$ cat src/rtl/multicycle_datapath.sv
// Multicycle CPU core: control FSM, PC, register file and ALU. The core executes one
// instruction at a time over a single shared memory port that uses a req/done handshake.
module multicycle_datapath #(
  parameter int                DATA_W   = 13,
  parameter int                REG_AW   = 3,
  parameter int                IMM_W    = 4,
  parameter logic [DATA_W-1:0] RESET_PC = '0
) (
  input  logic              clk,
  input  logic              reset,
  input  logic              run,
  output logic              mem_req,
  output logic              mem_we,
  output logic [DATA_W-1:0] mem_addr,
  output logic [DATA_W-1:0] mem_wdata,
  input  logic [DATA_W-1:0] mem_rdata,
  input  logic              mem_done,
  output logic [DATA_W-1:0] pc,
  output logic              retired,
  output logic              busy
);
  localparam int NREGS = 1 << REG_AW;

  localparam logic [2:0] OP_ADD  = 3'd0;
  localparam logic [2:0] OP_SUB  = 3'd1;
  localparam logic [2:0] OP_AND  = 3'd2;
  localparam logic [2:0] OP_OR   = 3'd3;
  localparam logic [2:0] OP_LD   = 3'd5;
  localparam logic [2:0] OP_ST   = 3'd6;
  localparam logic [2:0] OP_BEQ  = 3'd7;

  typedef enum logic [2:0] {S_IDLE, S_FETCH, S_DECODE, S_EXEC, S_MEM, S_WB} state_t;

  state_t              state_q;
  logic [DATA_W-1:0]   pc_q, ir_q, a_q, b_q, alu_q, mdr_q;
  logic [DATA_W-1:0]   regs_q [NREGS];
  logic                mem_req_q, mem_we_q, retired_q;
  logic [DATA_W-1:0]   mem_addr_q, mem_wdata_q;

  logic [2:0]          op;
  logic [REG_AW-1:0]   rd, rs, rt;
  logic [DATA_W-1:0]   imm_sx, alu_d, br_pc_d;

  assign op     = ir_q[DATA_W-1 -: 3];
  assign rd     = ir_q[DATA_W-4 -: REG_AW];
  assign rs     = ir_q[DATA_W-4-REG_AW -: REG_AW];
  assign rt     = ir_q[DATA_W-4-2*REG_AW -: REG_AW];
  assign imm_sx = {{(DATA_W-IMM_W){ir_q[IMM_W-1]}}, ir_q[IMM_W-1:0]};

  // ADDI, LD and ST all share the base+offset path
  always_comb begin
    alu_d = a_q + imm_sx;
    case (op)
      OP_ADD:  alu_d = a_q + b_q;
      OP_SUB:  alu_d = a_q - b_q;
      OP_AND:  alu_d = a_q & b_q;
      OP_OR:   alu_d = a_q | b_q;
      default: alu_d = a_q + imm_sx;
    endcase
  end

  // pc already points past the branch when EXEC runs
  assign br_pc_d = (a_q == b_q) ? pc_q + imm_sx : pc_q;

  always_ff @(posedge clk or posedge reset) begin
    if (reset) begin
      state_q     <= S_IDLE;
      pc_q        <= RESET_PC;
      ir_q        <= '0;
      a_q         <= '0;
      b_q         <= '0;
      alu_q       <= '0;
      mdr_q       <= '0;
      for (int i = 0; i < NREGS; i++) regs_q[i] <= '0;
      mem_req_q   <= 1'b0;
      mem_we_q    <= 1'b0;
      mem_addr_q  <= '0;
      mem_wdata_q <= '0;
      retired_q   <= 1'b0;
    end else begin
      retired_q <= 1'b0;
      case (state_q)
        S_IDLE: if (run) begin
          state_q    <= S_FETCH;
          mem_req_q  <= 1'b1;
          mem_we_q   <= 1'b0;
          mem_addr_q <= pc_q;
        end
        S_FETCH: if (mem_done) begin
          ir_q      <= mem_rdata;
          pc_q      <= pc_q + DATA_W'(1);
          mem_req_q <= 1'b0;
          state_q   <= S_DECODE;
        end
        S_DECODE: begin
          a_q     <= regs_q[rs];
          b_q     <= (op == OP_ST || op == OP_BEQ) ? regs_q[rd] : regs_q[rt];
          state_q <= S_EXEC;
        end
        S_EXEC: begin
          alu_q <= alu_d;
          if (op == OP_BEQ) begin
            pc_q       <= br_pc_d;
            retired_q  <= 1'b1;
            state_q    <= S_FETCH;
            mem_req_q  <= 1'b1;
            mem_we_q   <= 1'b0;
            mem_addr_q <= br_pc_d;
          end else if (op == OP_LD || op == OP_ST) begin
            state_q     <= S_MEM;
            mem_req_q   <= 1'b1;
            mem_we_q    <= (op == OP_ST);
            mem_addr_q  <= alu_d;
            mem_wdata_q <= b_q;
          end else begin
            state_q <= S_WB;
          end
        end
        S_MEM: if (mem_done) begin
          mem_we_q <= 1'b0;
          if (op == OP_LD) begin
            mdr_q     <= mem_rdata;
            mem_req_q <= 1'b0;
            state_q   <= S_WB;
          end else begin
            // store retires here; req stays high into the next fetch
            retired_q  <= 1'b1;
            state_q    <= S_FETCH;
            mem_addr_q <= pc_q;
          end
        end
        S_WB: begin
          if (rd != '0) regs_q[rd] <= (op == OP_LD) ? mdr_q : alu_q;
          retired_q  <= 1'b1;
          state_q    <= S_FETCH;
          mem_req_q  <= 1'b1;
          mem_we_q   <= 1'b0;
          mem_addr_q <= pc_q;
        end
        default: state_q <= S_IDLE;
      endcase
    end
  end

  assign mem_req   = mem_req_q;
  assign mem_we    = mem_we_q;
  assign mem_addr  = mem_addr_q;
  assign mem_wdata = mem_wdata_q;
  assign pc        = pc_q;
  assign retired   = retired_q;
  assign busy      = (state_q != S_IDLE);
endmodule

$ cat config.mk
export PLATFORM = sky130hd
export DESIGN_NAME = multicycle_datapath
export DESIGN_NICKNAME = d
export VERILOG_FILES = /design/src/rtl/multicycle_datapath.sv
export SDC_FILE = /design/constraint.sdc
export NUM_CORES = 1
export LEC_CHECK = 0
export ABC_AREA = 1
export BUFFER_PORTS_ARGS = -buffer_cell sky130_fd_sc_hd__buf_2
export CAP_MARGIN = 40
export CORE_ASPECT_RATIO = 1.1
export CORE_MARGIN = 3
export CORE_UTILIZATION = 28
export CTS_CLUSTER_SIZE = 8
export DETAILED_ROUTE_END_ITERATION = 8
export GPL_ROUTABILITY_DRIVEN = 1
export PLACE_DENSITY = 0.54
export SLEW_MARGIN = 10
export SYNTH_ARGS = -nofsm -noshare
export SYNTH_HDL_FRONTEND = slang
export SYNTH_SLANG_ARGS = --single-unit
$ cat constraint.sdc
create_clock -name clk -period 7.3 [get_ports clk]
set_input_delay 0.73 -clock clk [delete_from_list [all_inputs] [get_ports clk]]
set_output_delay 0.73 -clock clk [all_outputs]
set_load 0.02 [all_outputs]
==> results.cfg <==
[clock_tree]
cts_max_path_buffers = 3
clk_latency_ps = 560
cts_tree = yes
holdBufCountCts = 0
ctsResizeCount = 0
post-cts-setup-buffers = 0
h-tree-depth = 1
cts-root-buf = clkbuf_16
cts-buffers-inserted = 31
clock_sinks = 214
clk_pin_slew_ps = 50

[routing]
vias = 13800
vias_per_cell = 5.20
drc_errors = 0
firstDrtPassIters = 6
routedWlPerCell_microns = 19.3
antenna_left = 0
routed_wl_microns = 51100
drtIter0Drc = 1314

[synthesis]
syn_nets = 2062
ys_ff_latch = 214
synthesis.area_sq_um = 14000
syn_inst = 1978
synthXorXnorAreaFrac_pct = 1.00
ys.flop_type = dfrtp_1
ys_types = 48
synthAdderAreaFrac_pct = 6.16
synth_top_family_by_area = compound AO/OA/AOI/OAI gates
synth-compound-area-share_pct = 22.8
ys_seq_area_share_pct = 38.3
muxShareOfSynthArea_pct = 0
syn_area_per_cell_sq_um = 7.07
yosys.area_share.simple_pct = 21.7
yosys_warnings = 0
async_reset_ff_share_pct = 100
synth_edf_count = 0

[global_route]
grt_pass1_wl_microns = 79600
globalRouteTotalUtil_pct = 19.3
antenna_found_initial = 2
grt.overflow.total = 0
grt_max_degree = 108
grt_pass1_vias = 13500

[critical_path]
path_common_cell = nand2_1
path_max_fanout = 26
path_cells = buf_4 -> inv_1 -> nand2_1 -> o21ai_0 -> inv_1 -> ha_1 -> a21oi_1 -> nand2_1 -> nand2_1 -> nand2_1 -> nand2_1 -> nand2_1 -> nand2_1 -> nand2_1 -> nand2_1 -> nand3_1 -> a21oi_1 -> nor2_1
worst_setup_path_start_kind = flop
worstPathRequired_ps = 7740
cpMaxStageDelayCell = inv_1
cp-end-kind = flop
max_stage_delay_ps = 650
cp_data_arrival_time_ps = 3830
crit_type = reg -> reg

[pwr]
leakage_uw = 0.00741
peakVddDrop_uv = 197
p_total_uw = 7750
power.density_nw_per_um2 = 492

[sta]
slew_headroom_pct = 38.9
setup_tns_ps = 0
max_freq_mhz = 295
tightest_slew_ps = 916
setup_viol = 0
hold_viol_final = 0
post-route-period-util_pct = 46.5
slew_violations = 0
skew_ps = 18.5
rsz0062_at_grt = false
holdWs_ps = 333
fin_crit_ps = 3390

[min_path]
hp-class = in -> async

[cells_and_area]
synthToLayoutAreaGrowth_pct = 12.6
n_fill_cell = 5361
diodes = 0
mostFrequentLayoutCells = nand2_1, o21ai_0, inv_1
nets = 2076
drive_gt1_share_pct = 7.41
final_common_cell = nand2_1

[place]
port_buffers = 59
gp_congestion = 0.903
hpwl_microns = 35800

[floorplanning]
io_pins = 60
die_h_microns = 240
initial_core_util_pct = 28.5
rows = 85
die_area_sq_um = 52700
coreArea_sq_um = 49100
die_x_microns = 219

[outcome]
status = finished, final reports clean

[flow_run]
cap_violations = 0
==> cell families after synthesis <==
group | count (synthesis)
AND/OR/NAND/NOR | 735
AO/OA/AOI/OAI | 584
buffers and inverters | 362
flip-flops | 214
adder cells (fa/ha/maj) | 67
XOR/XNOR | 16
==> sequential cells by signal, summed over array words and instances (netlist names) <==
register / count
mem_addr: 13
regs_q: 104
retired: 1
mdr_q: 13
pc: 13
a_q: 13
mem_we: 1
mem_req: 1
b_q: 13
state_q: 3
ir_q: 13
alu_q: 13
mem_wdata: 13
==> cell usage after synthesis, types with 3 or more instances <==
cell type | instances | share of area, %
nand4_1 | 18 | 0.81
o2111ai_1 | 3 | 0.19
inv_1 | 251 | 6.7
o21a_1 | 3 | 0.16
o22a_1 | 3 | 0.19
fa_1 | 3 | 0.43
buf_2 | 17 | 0.61
nand3_1 | 107 | 3.8
a31oi_1 | 5 | 0.22
dfrtp_1 | 214 | 38
nand2_1 | 488 | 13
a211oi_1 | 4 | 0.21
o21ai_0 | 297 | 11
a221oi_1 | 9 | 0.56
ha_1 | 64 | 5.7
xnor2_1 | 3 | 0.19
a21boi_0 | 3 | 0.16
a21oi_1 | 180 | 6.4
o31ai_1 | 5 | 0.27
o22ai_1 | 33 | 1.5
clkbuf_1 | 78 | 2.1
or2_2 | 6 | 0.27
buf_1 | 5 | 0.13
xor2_1 | 13 | 0.81
inv_2 | 7 | 0.19
o21bai_1 | 5 | 0.27
nor3_1 | 8 | 0.29
o211ai_1 | 9 | 0.48
nor2_1 | 96 | 2.6
o221ai_1 | 15 | 0.94
a22oi_1 | 3 | 0.16
==> cell type report <==
class / count / area [sq um] / area share [%]
multi-input combinational: 1402 / 7250 / 46.0
inverter: 259 / 982 / 6.24
clock inverter: 1 / 7.51 / 0.0477
timing repair buffer: 84 / 534 / 3.39
sequential: 214 / 5360 / 34.0
tap: 652 / 816 / 5.18
clock buffer: 36 / 805 / 5.11
==> worst paths after layout <==
path	start	to	slack, ps	cells after the start
max in group asynchronous	reset	mem_wdata[10]$_DFFE_PP0P_	5600	3
setup reg to reg	ir_q[3]$_DFFE_PP0P_	mem_addr[10]$_DFFE_PP0P_	3910	18
hold / removal	reset	mdr_q[5]$_DFFE_PP0P_	330	2
min in group clk	regs_q[99]$_DFFE_PP0P_	regs_q[99]$_DFFE_PP0P_	420	0
setup / recovery	ir_q[3]$_DFFE_PP0P_	mem_addr[10]$_DFFE_PP0P_	3910	18
hold reg to reg	regs_q[99]$_DFFE_PP0P_	regs_q[99]$_DFFE_PP0P_	420	0
==> metal layers <==
metal | wire length [microns] | global-route usage [%] | vias up
met3 | 3540 | 2.84 | 161
met4 | 2280 | 8.47 | 4
met5 | 27 | 0 | -
met1 | 21300 | 24.9 | 6541
met2 | 23900 | 32.1 | 527
li1 | - | - | 6547
==> metrics by stage <==
stage	utilization, %	cells	setup WS [ps]	area [sq um]
2_1_floorplan	-	1978	719	14000
3_3_place_gp	30.2	2606	4010	14800
3_5_place_dp	30.4	2611	3970	14900
4_1_cts	32.1	2648	3960	15800
5_1_grt	32.1	2648	3580	15800
6_report	32.1	2648	3910	15800
==> worst max-delay path: cells and delay by family, from the launching register on <==
kind	cells	cell delay, ps
AO/OA/AOI/OAI	3	470
flip-flops	1	350
adder cells (fa/ha/maj)	1	330
AND/OR/NAND/NOR	11	1110
buffers and inverters	3	990
==> power breakdown <==
| part | switching (uW) | internal [uW] | total, uW |
|---|---|---|---|
| registers | 402 | 1610 | 2010 |
| logic | 3080 | 1380 | 4460 |
| clock network | 520 | 755 | 1280 |
| total | 4000 | 3750 | 7750 |
No activity file was read; power rests on OpenSTA's default activity.
